<file path="config.mk">
export PLATFORM = sky130hd
export DESIGN_NAME = a2d_spi_resp
export DESIGN_NICKNAME = d
export VERILOG_FILES = /design/src/rtl/a2d_spi_resp.sv
export SDC_FILE = /design/constraint.sdc
export NUM_CORES = 1
export LEC_CHECK = 0
export BUFFER_PORTS_ARGS = -buffer_cell sky130_fd_sc_hd__clkbuf_2
export CAP_MARGIN = 20
export CORE_UTILIZATION = 40
export DETAILED_ROUTE_END_ITERATION = 7
export SYNTH_ARGS = -nofsm -noshare
export SYNTH_HDL_FRONTEND = slang
export SYNTH_SLANG_ARGS = --single-unit
</file>
<file path="constraint.sdc">
create_clock -name clk -period 1.6 [get_ports clk]
set_input_delay 0 -clock clk [delete_from_list [all_inputs] [get_ports clk]]
set_output_delay 0 -clock clk [all_outputs]
set_load 0.1 [all_outputs]
</file>
<file path="src/rtl/a2d_spi_resp.sv">
// SPI slave emulating an A2D converter: a 16-bit frame commands a channel,
// the next frame returns that channel's 12-bit conversion result.
module a2d_spi_resp #(
  parameter logic [11:0] INIT_RESULT = 12'h000
) (
  input  logic        clk,
  input  logic        rst,
  input  logic        SS_n,
  input  logic        SCLK,
  input  logic        MOSI,
  output logic        MISO,
  output logic [2:0]  cnv_chnnl,
  output logic        cnv_req,
  input  logic [11:0] cnv_data,
  output logic        frm_err
);

  typedef enum logic [1:0] {
    IDLE,
    ACTIVE,
    DONE,
    CAPTURE
  } state_t;

  state_t state, state_n;

  logic [2:0]  ss_q, sclk_q;
  logic [1:0]  mosi_q;
  logic        rdy, arm;
  logic [15:0] tx, tx_n;
  logic [15:0] rx, rx_n;
  logic [4:0]  bit_cnt, cnt_n;
  logic [11:0] result, res_n;
  logic [2:0]  chn_n;
  logic        req_n, err_n;
  logic        pend, pend_n;

  logic ss_fall, ss_rise;
  logic sclk_rise, sclk_fall;
  logic mosi_s;

  // arm stays low until SS_n is seen high after reset,
  // so a frame already in progress at release is skipped
  always_ff @(posedge clk) begin
    if (rst) begin
      ss_q   <= 3'b111;
      sclk_q <= 3'b000;
      mosi_q <= 2'b00;
      rdy    <= 1'b0;
      arm    <= 1'b0;
    end else begin
      ss_q   <= {ss_q[1:0], SS_n};
      sclk_q <= {sclk_q[1:0], SCLK};
      mosi_q <= {mosi_q[0], MOSI};
      rdy    <= 1'b1;
      arm    <= arm | (rdy & ss_q[0]);
    end
  end

  assign ss_fall   = arm & ss_q[2] & ~ss_q[1];
  assign ss_rise   = ~ss_q[2] & ss_q[1];
  assign sclk_rise = ~sclk_q[2] & sclk_q[1];
  assign sclk_fall = sclk_q[2] & ~sclk_q[1];
  assign mosi_s    = mosi_q[1];

  assign MISO = ~ss_q[1] & tx[15];

  always_comb begin
    state_n = state;
    tx_n    = tx;
    rx_n    = rx;
    cnt_n   = bit_cnt;
    res_n   = result;
    chn_n   = cnv_chnnl;
    req_n   = 1'b0;
    err_n   = 1'b0;
    pend_n  = pend;
    unique case (state)
      IDLE: begin
        if (ss_fall) begin
          tx_n    = {4'b0000, result};
          cnt_n   = 5'd0;
          state_n = ACTIVE;
        end
      end
      ACTIVE: begin
        if (ss_rise) begin
          if (bit_cnt == 5'd16) begin
            chn_n   = rx[13:11];
            req_n   = 1'b1;
            state_n = DONE;
          end else begin
            err_n   = 1'b1;
            state_n = IDLE;
          end
        end else if (sclk_rise) begin
          rx_n = {rx[14:0], mosi_s};
          if (bit_cnt != 5'd17)
            cnt_n = bit_cnt + 5'd1;
        end else if (sclk_fall && bit_cnt != 5'd0) begin
          tx_n = {tx[14:0], 1'b0};
        end
      end
      DONE: begin
        if (ss_fall)
          pend_n = 1'b1;
        state_n = CAPTURE;
      end
      CAPTURE: begin
        res_n  = cnv_data;
        pend_n = 1'b0;
        // a frame that started early gets the fresh result
        if (pend || ss_fall) begin
          tx_n    = {4'b0000, cnv_data};
          cnt_n   = 5'd0;
          state_n = ACTIVE;
        end else begin
          state_n = IDLE;
        end
      end
      default: state_n = IDLE;
    endcase
  end

  always_ff @(posedge clk) begin
    if (rst) begin
      state     <= IDLE;
      tx        <= 16'h0000;
      rx        <= 16'h0000;
      bit_cnt   <= 5'd0;
      result    <= INIT_RESULT;
      cnv_chnnl <= 3'd0;
      cnv_req   <= 1'b0;
      frm_err   <= 1'b0;
      pend      <= 1'b0;
    end else begin
      state     <= state_n;
      tx        <= tx_n;
      rx        <= rx_n;
      bit_cnt   <= cnt_n;
      result    <= res_n;
      cnv_chnnl <= chn_n;
      cnv_req   <= req_n;
      frm_err   <= err_n;
      pend      <= pend_n;
    end
  end

endmodule

</file>
== Word level (Yosys, flattened, before mapping) ==
Cells that the tools add are included.

* Add/subtract/negate cells: 1
* Equal/unequal tests: 14
* Muxes and demuxes: 22
* Bitwise logic cells: 14
* Reduce and logical (&&, ||, !) cells: 13

{| class="wikitable"
|+ Operator list
! cell !! number
|-
| 2-to-1 mux 16 bit || 5
|-
| case mux 16 bit (3 select lines) || 1
|-
| 2-to-1 mux 5 bit || 5
|-
| inequality test 2 bit, second input constant || 9
|-
| case mux 5 bit (3 select lines) || 1
|-
| AND reduction 6 bit || 2
|-
| case mux 2 bit (4 select lines) || 1
|-
| bitwise AND 1 bit || 7
|-
| 2-to-1 mux 2 bit || 3
|-
| NOT 1 bit || 6
|-
| AND reduction 3 bit || 2
|-
| adder 5 x 1 -> 5 bit, second input constant || 1
|-
| == test 5 bit, second input constant || 1
|-
| 2-to-1 mux 1 bit || 5
|-
| inequality test 5 bit, second input constant || 1
|-
| nonzero test 5 bit || 1
|-
| == test 2 bit, second input constant || 2
|-
| AND reduction 2 bit || 2
|-
| nonzero test 3 bit || 1
|-
| OR reduction 3 bit || 1
|-
| == test 2 x 1 -> 1 bit, second input constant || 1
|-
| logical NOT 2 bit || 1
|-
| case mux 1 bit (2 select lines) || 1
|-
| nonzero test 2 bit || 1
|-
| other kinds (3) || 3
|}

* Register bits: 65
* Logic and storage cells: 78

== Logic depth before layout (Yosys ltp) ==
Gate-level depths: netlist of the first run.

* Word-level depth: 7
* Depth in mapped cells: 7
* Depth with buffers taken out: 6

== Least setup slack after synthesis of the first run ==
Ideal clock, no wire load.

* Path type: register to output
* Start: reg ss_q[1]
* End: out MISO
* Arrival: 1.667 ns
* Required time: 1.600 ns
* Setup slack: -0.067 ns
* Cell stages (with the launch flop): 2
* Cells stage by stage: dfxtp_1 -> nor2b_1

* Longest elaborated chain between the ends: 2

{| class="wikitable"
|+ Ends and longest elaborated chain
! element !! line !! source
|-
| start: declaration || 27 || <nowiki>logic [2:0] ss_q, sclk_q;</nowiki>
|-
| start signal: assignment || 52 || <nowiki>ss_q <= {ss_q[1:0], SS_n};</nowiki>
|-
| NOT 1 bit || 66 || <nowiki>assign MISO = ~ss_q[1] & tx[15];</nowiki>
|-
| bitwise AND 1 bit || 66 ||
|-
| end: declaration || 11 || <nowiki>output logic MISO,</nowiki>
|}

No other way between the ends.

== Worst setup path after layout of the first run ==
* Start: reg bit_cnt[0]
* End: reg bit_cnt[2]

* Longest elaborated chain between the ends: 5
* Elaborated cells on any way between the ends: 8

{| class="wikitable"
|+ Ends and longest elaborated chain
! element !! line !! source
|-
| start: declaration || 32 || <nowiki>logic [4:0] bit_cnt, cnt_n;</nowiki>
|-
| start signal: assignment || 140 || <nowiki>bit_cnt <= cnt_n;</nowiki>
|-
| adder 5 x 1 -> 5 bit || 99 || <nowiki>cnt_n = bit_cnt + 5'd1;</nowiki>
|-
| 2-to-1 mux 5 bit || 98 || <nowiki>if (bit_cnt != 5'd17)</nowiki>
|-
| 2-to-1 mux 5 bit || 96 || <nowiki>end else if (sclk_rise) begin</nowiki>
|-
| 2-to-1 mux 5 bit || 87 || <nowiki>if (ss_rise) begin</nowiki>
|-
| case mux 5 bit (3 select lines) || 78 || <nowiki>unique case (state)</nowiki>
|}

Several ways; a longest one is shown, not always the timed one. The select of a mux whose other input is x is not followed.
A chain may end at the register's enable or synchronous reset.

==> results of run 1 <==
==> routing by layer <==
layer | part of all wire | track usage | wire [um]
met3 | 0.032 | 0.04523 | 182
met4 | 0.021 | 0.08783 | 120
met1 | 0.53 | 0.2466 | 3038
met2 | 0.42 | 0.2548 | 2419
met5 | 0 | 0 | 0
==> area by class of cell <==
| type | instances | area, sq um | area share |
|---|---|---|---|
| Multi-Input combinational cell | 220 | 1373 | 0.3967 |
| Timing Repair Buffer | 57 | 460.4 | 0.1331 |
| Sequential cell | 65 | 1306 | 0.3776 |
| Inverter | 5 | 18.77 | 0.005425 |
| Tap cell | 77 | 96.34 | 0.02785 |
| Clock buffer | 10 | 137.6 | 0.03978 |
| Clock inverter | 6 | 67.56 | 0.01953 |
==> timing repair <==
action / 4_1_cts / 5_1_grt
hold endpoints to repair: 15 / 0
pin swaps: 0 / 6
setup buffers: 0 / 1
hold buffers: 15 / 0
setup endpoints to repair: 11 / 22
gates cloned: 0 / 1
resized for setup: 2 / 18
==> synth_stat cells, drive strengths merged <==
| library cell | number |
|---|---|
| and4bb | 2 |
| nor4 | 1 |
| o22ai | 3 |
| or2 | 3 |
| and2 | 1 |
| a21bo | 1 |
| a311oi | 4 |
| nand2 | 85 |
| a21boi | 1 |
| nor2b | 10 |
| nor3 | 3 |
| nor4bb | 1 |
| a21o | 1 |
| ha | 3 |
| o211ai | 12 |
| buf | 8 |
| nor2 | 6 |
| clkbuf | 11 |
| nor3b | 1 |
| nor4b | 1 |
| nand2b | 9 |
| or3 | 1 |
| a31o | 1 |
| and4 | 2 |
| or4 | 1 |
| o21ai | 3 |
| nand3 | 1 |
| inv | 5 |
| a21oi | 32 |
| mux2i | 26 |
| a31oi | 4 |
| dfxtp | 65 |
| o31ai | 1 |
==> worst paths after layout <==
kind	startpoint	endpoint	slack [ps]	cells past startpoint
setup / recovery	bit_cnt[0]$_SDFFE_PP0P_	bit_cnt[2]$_SDFFE_PP0P_	70	7
hold / removal	rst	result[3]$_SDFFE_PP0P_	30	2
setup reg to reg	bit_cnt[0]$_SDFFE_PP0P_	bit_cnt[2]$_SDFFE_PP0P_	70	7
hold reg to reg	ss_q[0]$_SDFF_PP1_	ss_q[1]$_SDFF_PP1_	430	1
==> critical path, stage by stage, from the launching register on <==
cell	delay (ps)
dfxtp_2	330
buf_6	120
ha_2	170
nor4bb_4	150
nor4_2	220
buf_4	160
a21oi_1	60
a311oi_1	220
==> metrics by stage <==
step	power [W]	area (sq um)	util	hold slack, ps	cells
floorplan	0.001750	2719	-	103.8	309
global placement	0.001805	2989	0.4628	199.6	407
detailed placement	0.001806	2989	0.4628	202.4	407
CTS	0.003252	3354	0.5194	17.67	438
global route	0.003343	3460	0.5356	29.07	440
finish	0.003224	3460	0.5356	25.46	440
==> power breakdown <==
group          internal [W]  switching [W]  leakage, nW
sequential          0.00163     0.00000753        0.527
clock              0.000763       0.000651       0.0985
combinational     0.0000867      0.0000852        0.665
==> kinds of logic after synthesis <==
group,count (synthesis)
and+or+nand+nor,128
DFF,65
AOI/OAI and AO/OA,63
muxes,26
buffers and inverters,24
adders and majority gates,3
==> placed cells by master (no fill, tap or decap), types with 3 or more instances in the layout <==
| cell type | netlist | final |
|---|---|---|
| a21oi_1 | 32 | 32 |
| clkbuf_2 | 0 | 22 |
| a31oi_1 | 3 | 3 |
| a311oi_1 | 4 | 4 |
| nand2b_1 | 9 | 9 |
| nand2_1 | 85 | 84 |
| dfxtp_1 | 65 | 61 |
| o22ai_1 | 3 | 3 |
| or2_2 | 3 | 3 |
| o211ai_1 | 12 | 12 |
| inv_1 | 5 | 4 |
| dfxtp_2 | 0 | 4 |
| mux2i_1 | 26 | 26 |
| nor2b_2 | 2 | 3 |
| clkbuf_8 | 0 | 10 |
| nor2b_1 | 8 | 7 |
| dlygate4sd3_1 | 0 | 15 |
| nor2_1 | 6 | 6 |
| buf_4 | 1 | 15 |
==> flip-flops by register name (all words and copies together), names as in the netlist, named ones only <==
signal	cells
result	12
frm_err	1
mosi_q	2
state	1
bit_cnt	5
tx	16
rdy	1
pend	1
ss_q	3
arm	1
sclk_q	3
rx	14
cnv_req	1
cnv_chnnl	3
==> impl_metrics.yaml, run 1 <==
run_status:
  outcome: "finished, final reports clean"
grt:
  grt_start_max_net_pins: 39
  grt-ovfl-total: 0
  grt_pass1_vias: 2019
  grt_use_total: 0.1772
  grt_pass1_wl_mm: 9.887
  antenna_found_initial: 0
yosys:
  synth_top_family_by_area: "simple AND/OR/NAND/NOR gates"
  synthTopCellsByArea: "dfxtp_1 48%, nand2_1 12%, mux2i_1 9.6%"
  synth_compound_area_frac: 0.1442
  synthXorXnorAreaFrac: 0
  syn_area_sq_um: 2716
  synthAdderAreaFrac: 0.01382
  synthMuxAreaShare: 0.09581
  yosysUniqueCellTypes: 39
  synthSimpleGateAreaFrac: 0.2248
  syn_nets: 329
  synth_seq_cells: 65
  syn_area_per_cell_sq_um: 8.791
  ys_seq_area_frac: 0.4790
  synthCells: 309
  synth_top_area_frac: 0.4790
  synth_area_leader_cell: "dfxtp_1"
  ys.warnings.count: 0
clock_network:
  htreeDepth: 3
  cts_tree: "built"
  clock_latency_ps: 340
  cts-root-buf: "clkbuf_8"
  numCtsBuffers: 9
  clk_pin_slew_ps: 80
  clock-sinks: 65
  cts_buffer_depth: 2
worst_setup_path:
  required_ps: 1840
  crit_fanout: 5
  end_kind: "register"
  cp-start-kind: "register"
  crit_type: "reg -> reg"
  worstPathArrival_ps: 1770
drt:
  first_pass_iters: 4
  drc: 0
  drtIter0Drc: 103
  postRouteWirelength_mm: 5.760
  vias_per_cell: 4.977
  wire_per_inst_um: 13.09
  drtAntennaViolNets: 0
  dr_total_vias: 2190
floorplan:
  fp.dieH_um: 84.41
  fp.dieW_um: 84.41
  num_rows: 29
  io_pins: 23
  core_area_sq_um: 6459
  dieArea_sq_um: 7124
  initial_core_util: 0.4206
sta:
  tns_ps: 0
  hold_violations: 0
  tightest_slew_ps: 545.0
  fin_ws_ps: 70.35
  drv_slew: 0
  skew_ps: 9.417
  relSlewSlack: 0.6382
  min_period_ps: 1530
  setup_viol: 0
  fmax_ghz: 0.6537
  period_share: 0.9560
power_and_ir_drop:
  irDropWorstVdd_uv: 551.3
  power_density_nw_per_um2: 932.0
  power.leakage_nw: 1.290
place:
  dpl.hpwl_mm: 3.501
  portBuffers: 22
  pre_cts_slack_ps: -53.48
  routabilityCongestion: 0.7822
cells_and_area:
  area_growth_pct: 27.36
  diodes: 0
  drive_gt1_frac: 0.2231
  fin_nets: 378
  fillCellCount: 593
hold_path:
  min-delay-path-class: "in -> reg"
run:
  drv_cap: 0
Note: power is estimated with default switching activity, not from simulation.
==> run 2: changes to the inputs <==
--- a/config.mk
+++ b/config.mk
@@ -5,8 +5,10 @@
 export SDC_FILE = /design/constraint.sdc
 export NUM_CORES = 1
 export LEC_CHECK = 0
+export ABC_AREA = 1
 export BUFFER_PORTS_ARGS = -buffer_cell sky130_fd_sc_hd__clkbuf_2
 export CAP_MARGIN = 20
+export CORE_ASPECT_RATIO = 1.25
 export CORE_UTILIZATION = 40
 export DETAILED_ROUTE_END_ITERATION = 7
 export SYNTH_ARGS = -nofsm -noshare
==> impl_metrics.yaml, run 2 <==
cells_and_area:
  drive_gt1_frac: 0.1573
  reg_top3: "tx x16, rx x14, result x12"
  layout_common_cells: "83 x nand2_1, 82 x nor2_1, 64 x dfxtp_1, 50 x inv_1, 36 x nand3_1"
  fin_nets: 479
  layout_commonest_cell: "nand2_1"
  largest_reg_flops: 16
  diodes: 0
  final_util: 0.5036
  largest-register: "tx"
  area_growth_pct: 21.40
power_and_ir_drop:
  pwr-share-clk: 0.395
  power_density_nw_per_um2: 1114
  power.leakage_nw: 1.556
  internal-power_w: 0.002873
  switching_share: 0.2704
  total_power_w: 0.003938
  irDropWorstVdd_uv: 680.6
  combPwrFrac: 0.156
  power.switching_w: 0.001065
  seq_power_share: 0.449
worst_setup_path:
  worstPathArrival_ps: 1660
  required_ps: 1830
  crit_fanout: 6
  cp-start-kind: "register"
  end_kind: "register"
  crit_type: "reg -> reg"
sta:
  tightest_slew_ps: 541.0
  grt_setup_unrepaired: "no"
  hold_ws_ps: 382.6
  period_share: 0.8939
  setup_viol: 0
  tns_ps: 0
  hold_violations: 0
  min_period_ps: 1430
  relSlewSlack: 0.6409
  skew_ps: 8.044
  drv_slew: 0
  fmax_ghz: 0.6992
clock_network:
  htreeDepth: 3
  cts_tree: "built"
  clock_latency_ps: 340
  cts-root-buf: "clkbuf_8"
  clk_pin_slew_ps: 60
  numCtsBuffers: 9
  clock-sinks: 65
  cts_buffer_depth: 2
drt:
  first_pass_iters: 6
  drtIter0Drc: 117
  postRouteWirelength_mm: 5.952
  drc: 0
  wire_per_inst_um: 10.74
  vias_per_cell: 4.579
  dr_total_vias: 2537
  drtAntennaViolNets: 0
floorplan:
  fp.dieW_um: 78.31
  fp.dieH_um: 97.39
  dieArea_sq_um: 7626
  io_pins: 23
  num_rows: 34
  initial_core_util: 0.4148
  core_area_sq_um: 7019
yosys:
  syn_area_per_cell_sq_um: 7.033
  synth_seq_cells: 65
  ys.warnings.count: 0
  yosysMostFrequentCell: "nand2_1"
  syn_nets: 434
  synth_top_area_frac: 0.4469
  synth_area_leader_cell: "dfxtp_1"
  synthCells: 414
  synth_common_cells: "84 x nand2_1, 82 x nor2_1, 65 x dfxtp_1"
  ys_seq_area_frac: 0.4469
  dominantRegCellSynth: "dfxtp_1"
  synth_edf_count: 0
  yosysUniqueCellTypes: 29
  synthTopCellsByArea: "dfxtp_1 45%, nand2_1 11%, nor2_1 11%"
  syn_area_sq_um: 2912
  async_reset_ff_frac: 0
run_status:
  outcome: "finished, final reports clean"
grt:
  grt_pass1_vias: 2296
  grt-ovfl-total: 0
  grt_start_max_net_pins: 26
  grt_use_total: 0.1712
  antenna_found_initial: 0
  grt_pass1_wl_mm: 10.03
place:
  portBuffers: 22
  routabilityCongestion: 0.8558
  dpl.hpwl_mm: 3.868
hold_path:
  min-delay-path-class: "in -> reg"
run:
  drv_cap: 0
run 2: worst max-delay path, cell delays in order, from the launching register on:
cell	delay, ps
dfxtp_1	330
inv_1	150
nand3_2	120
nand2_1	120
nand2_1	60
nand2_1	150
nand3_2	180
a21oi_1	160
nor2_1	50
run 2: final cells by class:
type                    instances  area (sq um)
fillers                       696          3485
multi-input cells             277          1309
flip-flops and latches         65          1303
repair buffers                 53         386.6
inverters                      53         203.9
clock buffers                  11         141.4
well taps                      90         112.6
clock inverters                 5         78.83
run 2: power groups by stage:
stage | logic (W) | clock network [W] | registers [W]
2_1_floorplan | 0.000460 | 0 | 0.00179
3_3_place_gp | 0.000565 | 0 | 0.00180
3_5_place_dp | 0.000569 | 0 | 0.00180
4_1_cts | 0.000604 | 0.00159 | 0.00177
5_1_grt | 0.000706 | 0.00167 | 0.00178
6_report | 0.000615 | 0.00155 | 0.00177
run 2: routing by layer:
metal / vias to the layer above / track usage / routed length [um]
met5: - / 0 / 0
met4: 0 / 0.09117 / 117
met3: 9 / 0.04789 / 208
met2: 38 / 0.2901 / 2874
met1: 1122 / 0.1919 / 2751
li1: 1368 / - / -
run 2: repair_timing:
action	CTS	global route
setup endpoints to repair	0	19
setup buffers	0	2
gates resized for setup	0	7
endpoints found under the hold margin	16	0
hold buffers	16	0
run 2: per-stage QoR:
stage / cells / instance area [sq um] / worst slack, ps
after floorplan: 414 / 2912 / 0.3195
after global placement: 520 / 3119 / 107.0
after detailed placement: 520 / 3119 / 91.30
after CTS: 552 / 3500 / 81.16
after global routing: 554 / 3535 / 5.526
final: 554 / 3535 / 169.7
run 2: cells by family after synthesis:
kind of cell	after synthesis	share of synthesized area
XOR/XNOR	1	0.003009
buffers and inverters	72	0.1079
AO/OA/AOI/OAI	47	0.08251
adder cells (fa/ha/maj)	3	0.01289
AND/OR/NAND/NOR	226	0.3468
flip-flops	65	0.4469
run 2: worst paths after layout:
check | start | endpoint | slack, ps | cells after the start
setup / recovery | ss_q[1]$_SDFF_PP1_ | bit_cnt[0]$_SDFFE_PP0P_ | 170 | 8
hold / removal | SS_n | ss_q[0]$_SDFF_PP1_ | 380 | 3
setup reg to reg | ss_q[1]$_SDFF_PP1_ | bit_cnt[0]$_SDFFE_PP0P_ | 170 | 8
hold reg to reg | sclk_q[0]$_SDFF_PP0_ | sclk_q[1]$_SDFF_PP0_ | 400 | 2
==> run 3: changes to the inputs <==
--- a/config.mk
+++ b/config.mk
@@ -8,7 +8,6 @@
 export ABC_AREA = 1
 export BUFFER_PORTS_ARGS = -buffer_cell sky130_fd_sc_hd__clkbuf_2
 export CAP_MARGIN = 20
-export CORE_ASPECT_RATIO = 1.25
 export CORE_UTILIZATION = 40
 export DETAILED_ROUTE_END_ITERATION = 7
 export SYNTH_ARGS = -nofsm -noshare
==> impl_metrics.yaml, run 3 (synthesis results as in run 2) <==
hold_path:
  min-delay-path-class: "in -> reg"
  min_path_cells: 5
  whs_endpoint: "result[1]$_SDFFE_PP0P_"
  holdCritStartpoint: "cnv_data[1]"
clock_network:
  cts_setup_buffers: 0
  cts-root-buf: "clkbuf_8"
  clock_latency_ps: 330
  clk_pin_slew_ps: 70
  cts_tree: "built"
  cts_buffer_depth: 2
  numCtsBuffers: 9
  htreeDepth: 3
  clock-sinks: 65
power_and_ir_drop:
  seq_power_share: 0.439
  switching_share: 0.2586
  power.switching_w: 0.001042
  power.leakage_nw: 1.549
  pwr-share-clk: 0.408
  irDropWorstVdd_uv: 659.0
  power_density_nw_per_um2: 1141
  combPwrFrac: 0.152
  internal-power_w: 0.002987
worst_setup_path:
  worstPathArrival_ps: 1680
  critPathSlowestCell: "dfxtp_1"
  reg2reg_slack_ps: 150
  cp-start-kind: "register"
  worstPathCellList: "inv_1 -> ha_1 -> nand3_1 -> nand2_1 -> nand2_2 -> buf_4 -> nand3_1 -> nand2_1 -> nor2_1"
  required_ps: 1830
  timing.rr.start: "bit_cnt[0]$_SDFFE_PP0P_"
  end_kind: "register"
  crit_type: "reg -> reg"
  max_stage_delay_ps: 380
  reg2regPathDepth: 9
  crit_fanout: 14
  r2r_end: "tx[1]$_SDFFE_PP0P_"
sta:
  min_period_ps: 1447
  tightest_slew_ps: 547.6
  hold_violations: 0
  setup_viol: 0
  fmax_ghz: 0.6909
  relSlewSlack: 0.6365
  period_share: 0.9047
  drv_slew: 0
  skew_ps: 6.737
  grt_setup_unrepaired: "no"
  tns_ps: 0
cells_and_area:
  largest_reg_flops: 16
  diodes: 0
  area_growth_pct: 21.32
  reg_top3: "tx x16, rx x14, result x12"
  drive_gt1_frac: 0.1540
  layout_common_cells: "84 x nand2_1, 82 x nor2_1, 63 x dfxtp_1, 50 x inv_1, 36 x nand3_1"
  largest-register: "tx"
  layout_commonest_cell: "nand2_1"
  fin_nets: 476
  fin_area_sq_um: 3532
drt:
  dr_total_vias: 2540
  drtIter0Drc: 92
  vias_per_cell: 4.560
  postRouteWirelength_mm: 5.952
  first_pass_iters: 4
  wire_per_inst_um: 10.69
  drtAntennaViolNets: 0
  drc: 0
floorplan:
  dieArea_sq_um: 7624
  core_area_sq_um: 6907
  num_rows: 30
  initial_core_util: 0.4216
  fp.dieW_um: 87.32
  fp.dieH_um: 87.32
  io_pins: 23
grt:
  grt_start_max_net_pins: 26
  antenna_found_initial: 0
  grt_use_total: 0.1784
  grt_pass1_wl_mm: 10.52
  grt-ovfl-total: 0
  grt_pass1_vias: 2413
run_status:
  outcome: "finished, final reports clean"
run:
  drv_cap: 0
place:
  portBuffers: 22
  placed_area_sq_um: 3147
  dpl.hpwl_mm: 3.949
  routabilityCongestion: 0.8204
-- run 3: per-layer routing --
metal / global-route usage / part of all wire
met5: 0 / 0
met4: 0.06259 / 0.014
met3: 0.05403 / 0.039
met2: 0.3026 / 0.48
met1: 0.2131 / 0.47
-- run 3: cell type report --
cell class                 instances  area (sq um)
timing repair buffer              50         367.9
tap                               96         120.1
sequential                        65          1304
fill                             726          3374
inverter                          53         203.9
clock buffer                      11         131.4
clock inverter                     5         103.9
multi-input combinational        277          1301
-- run 3: per-stage QoR --
| step | cells | total power [W] | hold WS (ps) | util | setup WS, ps |
|---|---|---|---|---|---|
| final | 557 | 0.004029 | 6.832 | 0.5114 | 152.5 |
| after global routing | 557 | 0.004271 | 40.90 | 0.5114 | 7.473 |
| after CTS | 557 | 0.004079 | 3.191 | 0.5100 | 85.32 |
| after detailed placement | 527 | 0.002388 | 191.7 | 0.4556 | 91.20 |
| after global placement | 527 | 0.002378 | 183.9 | 0.4556 | 110.9 |
| after floorplan | 414 | 0.002248 | 103.8 | - | 0.3195 |
-- run 3: worst max-delay path: cells and delay by family (launching register included) --
kind          cells  cell delay [ps]
flops             1              380
fa+ha+maj         1              230
buf+inv           2              300
simple gates      6              420
-- run 3: worst max path at each step --
stage	from	end	slack [ps]
2_1_floorplan	tx[15]$_SDFFE_PP0P_	MISO	0.3
3_5_place_dp	register	rx[13]$_SDFFE_PP0P_	90
5_1_grt	bit_cnt[0]$_SDFFE_PP0P_	tx[11]$_SDFFE_PP0P_	7
4_1_cts	register	rx[13]$_SDFFE_PP0P_	90
3_3_place_gp	register	rx[13]$_SDFFE_PP0P_	110
6_report	bit_cnt[0]$_SDFFE_PP0P_	tx[1]$_SDFFE_PP0P_	150
-- run 3: timing repair --
item                                    CTS  global route
endpoints found under the setup margin    0            20
resized for setup                         0             5
hold buffers                             14             0
endpoints found under the hold margin    14             0
-- run 3: power groups by stage --
stage	sequential [W]	combinational [W]	clock [W]
2_1_floorplan	0.00179	0.000460	0
3_3_place_gp	0.00180	0.000576	0
3_5_place_dp	0.00180	0.000583	0
4_1_cts	0.00177	0.000612	0.00170
5_1_grt	0.00178	0.000710	0.00178
6_report	0.00177	0.000612	0.00165
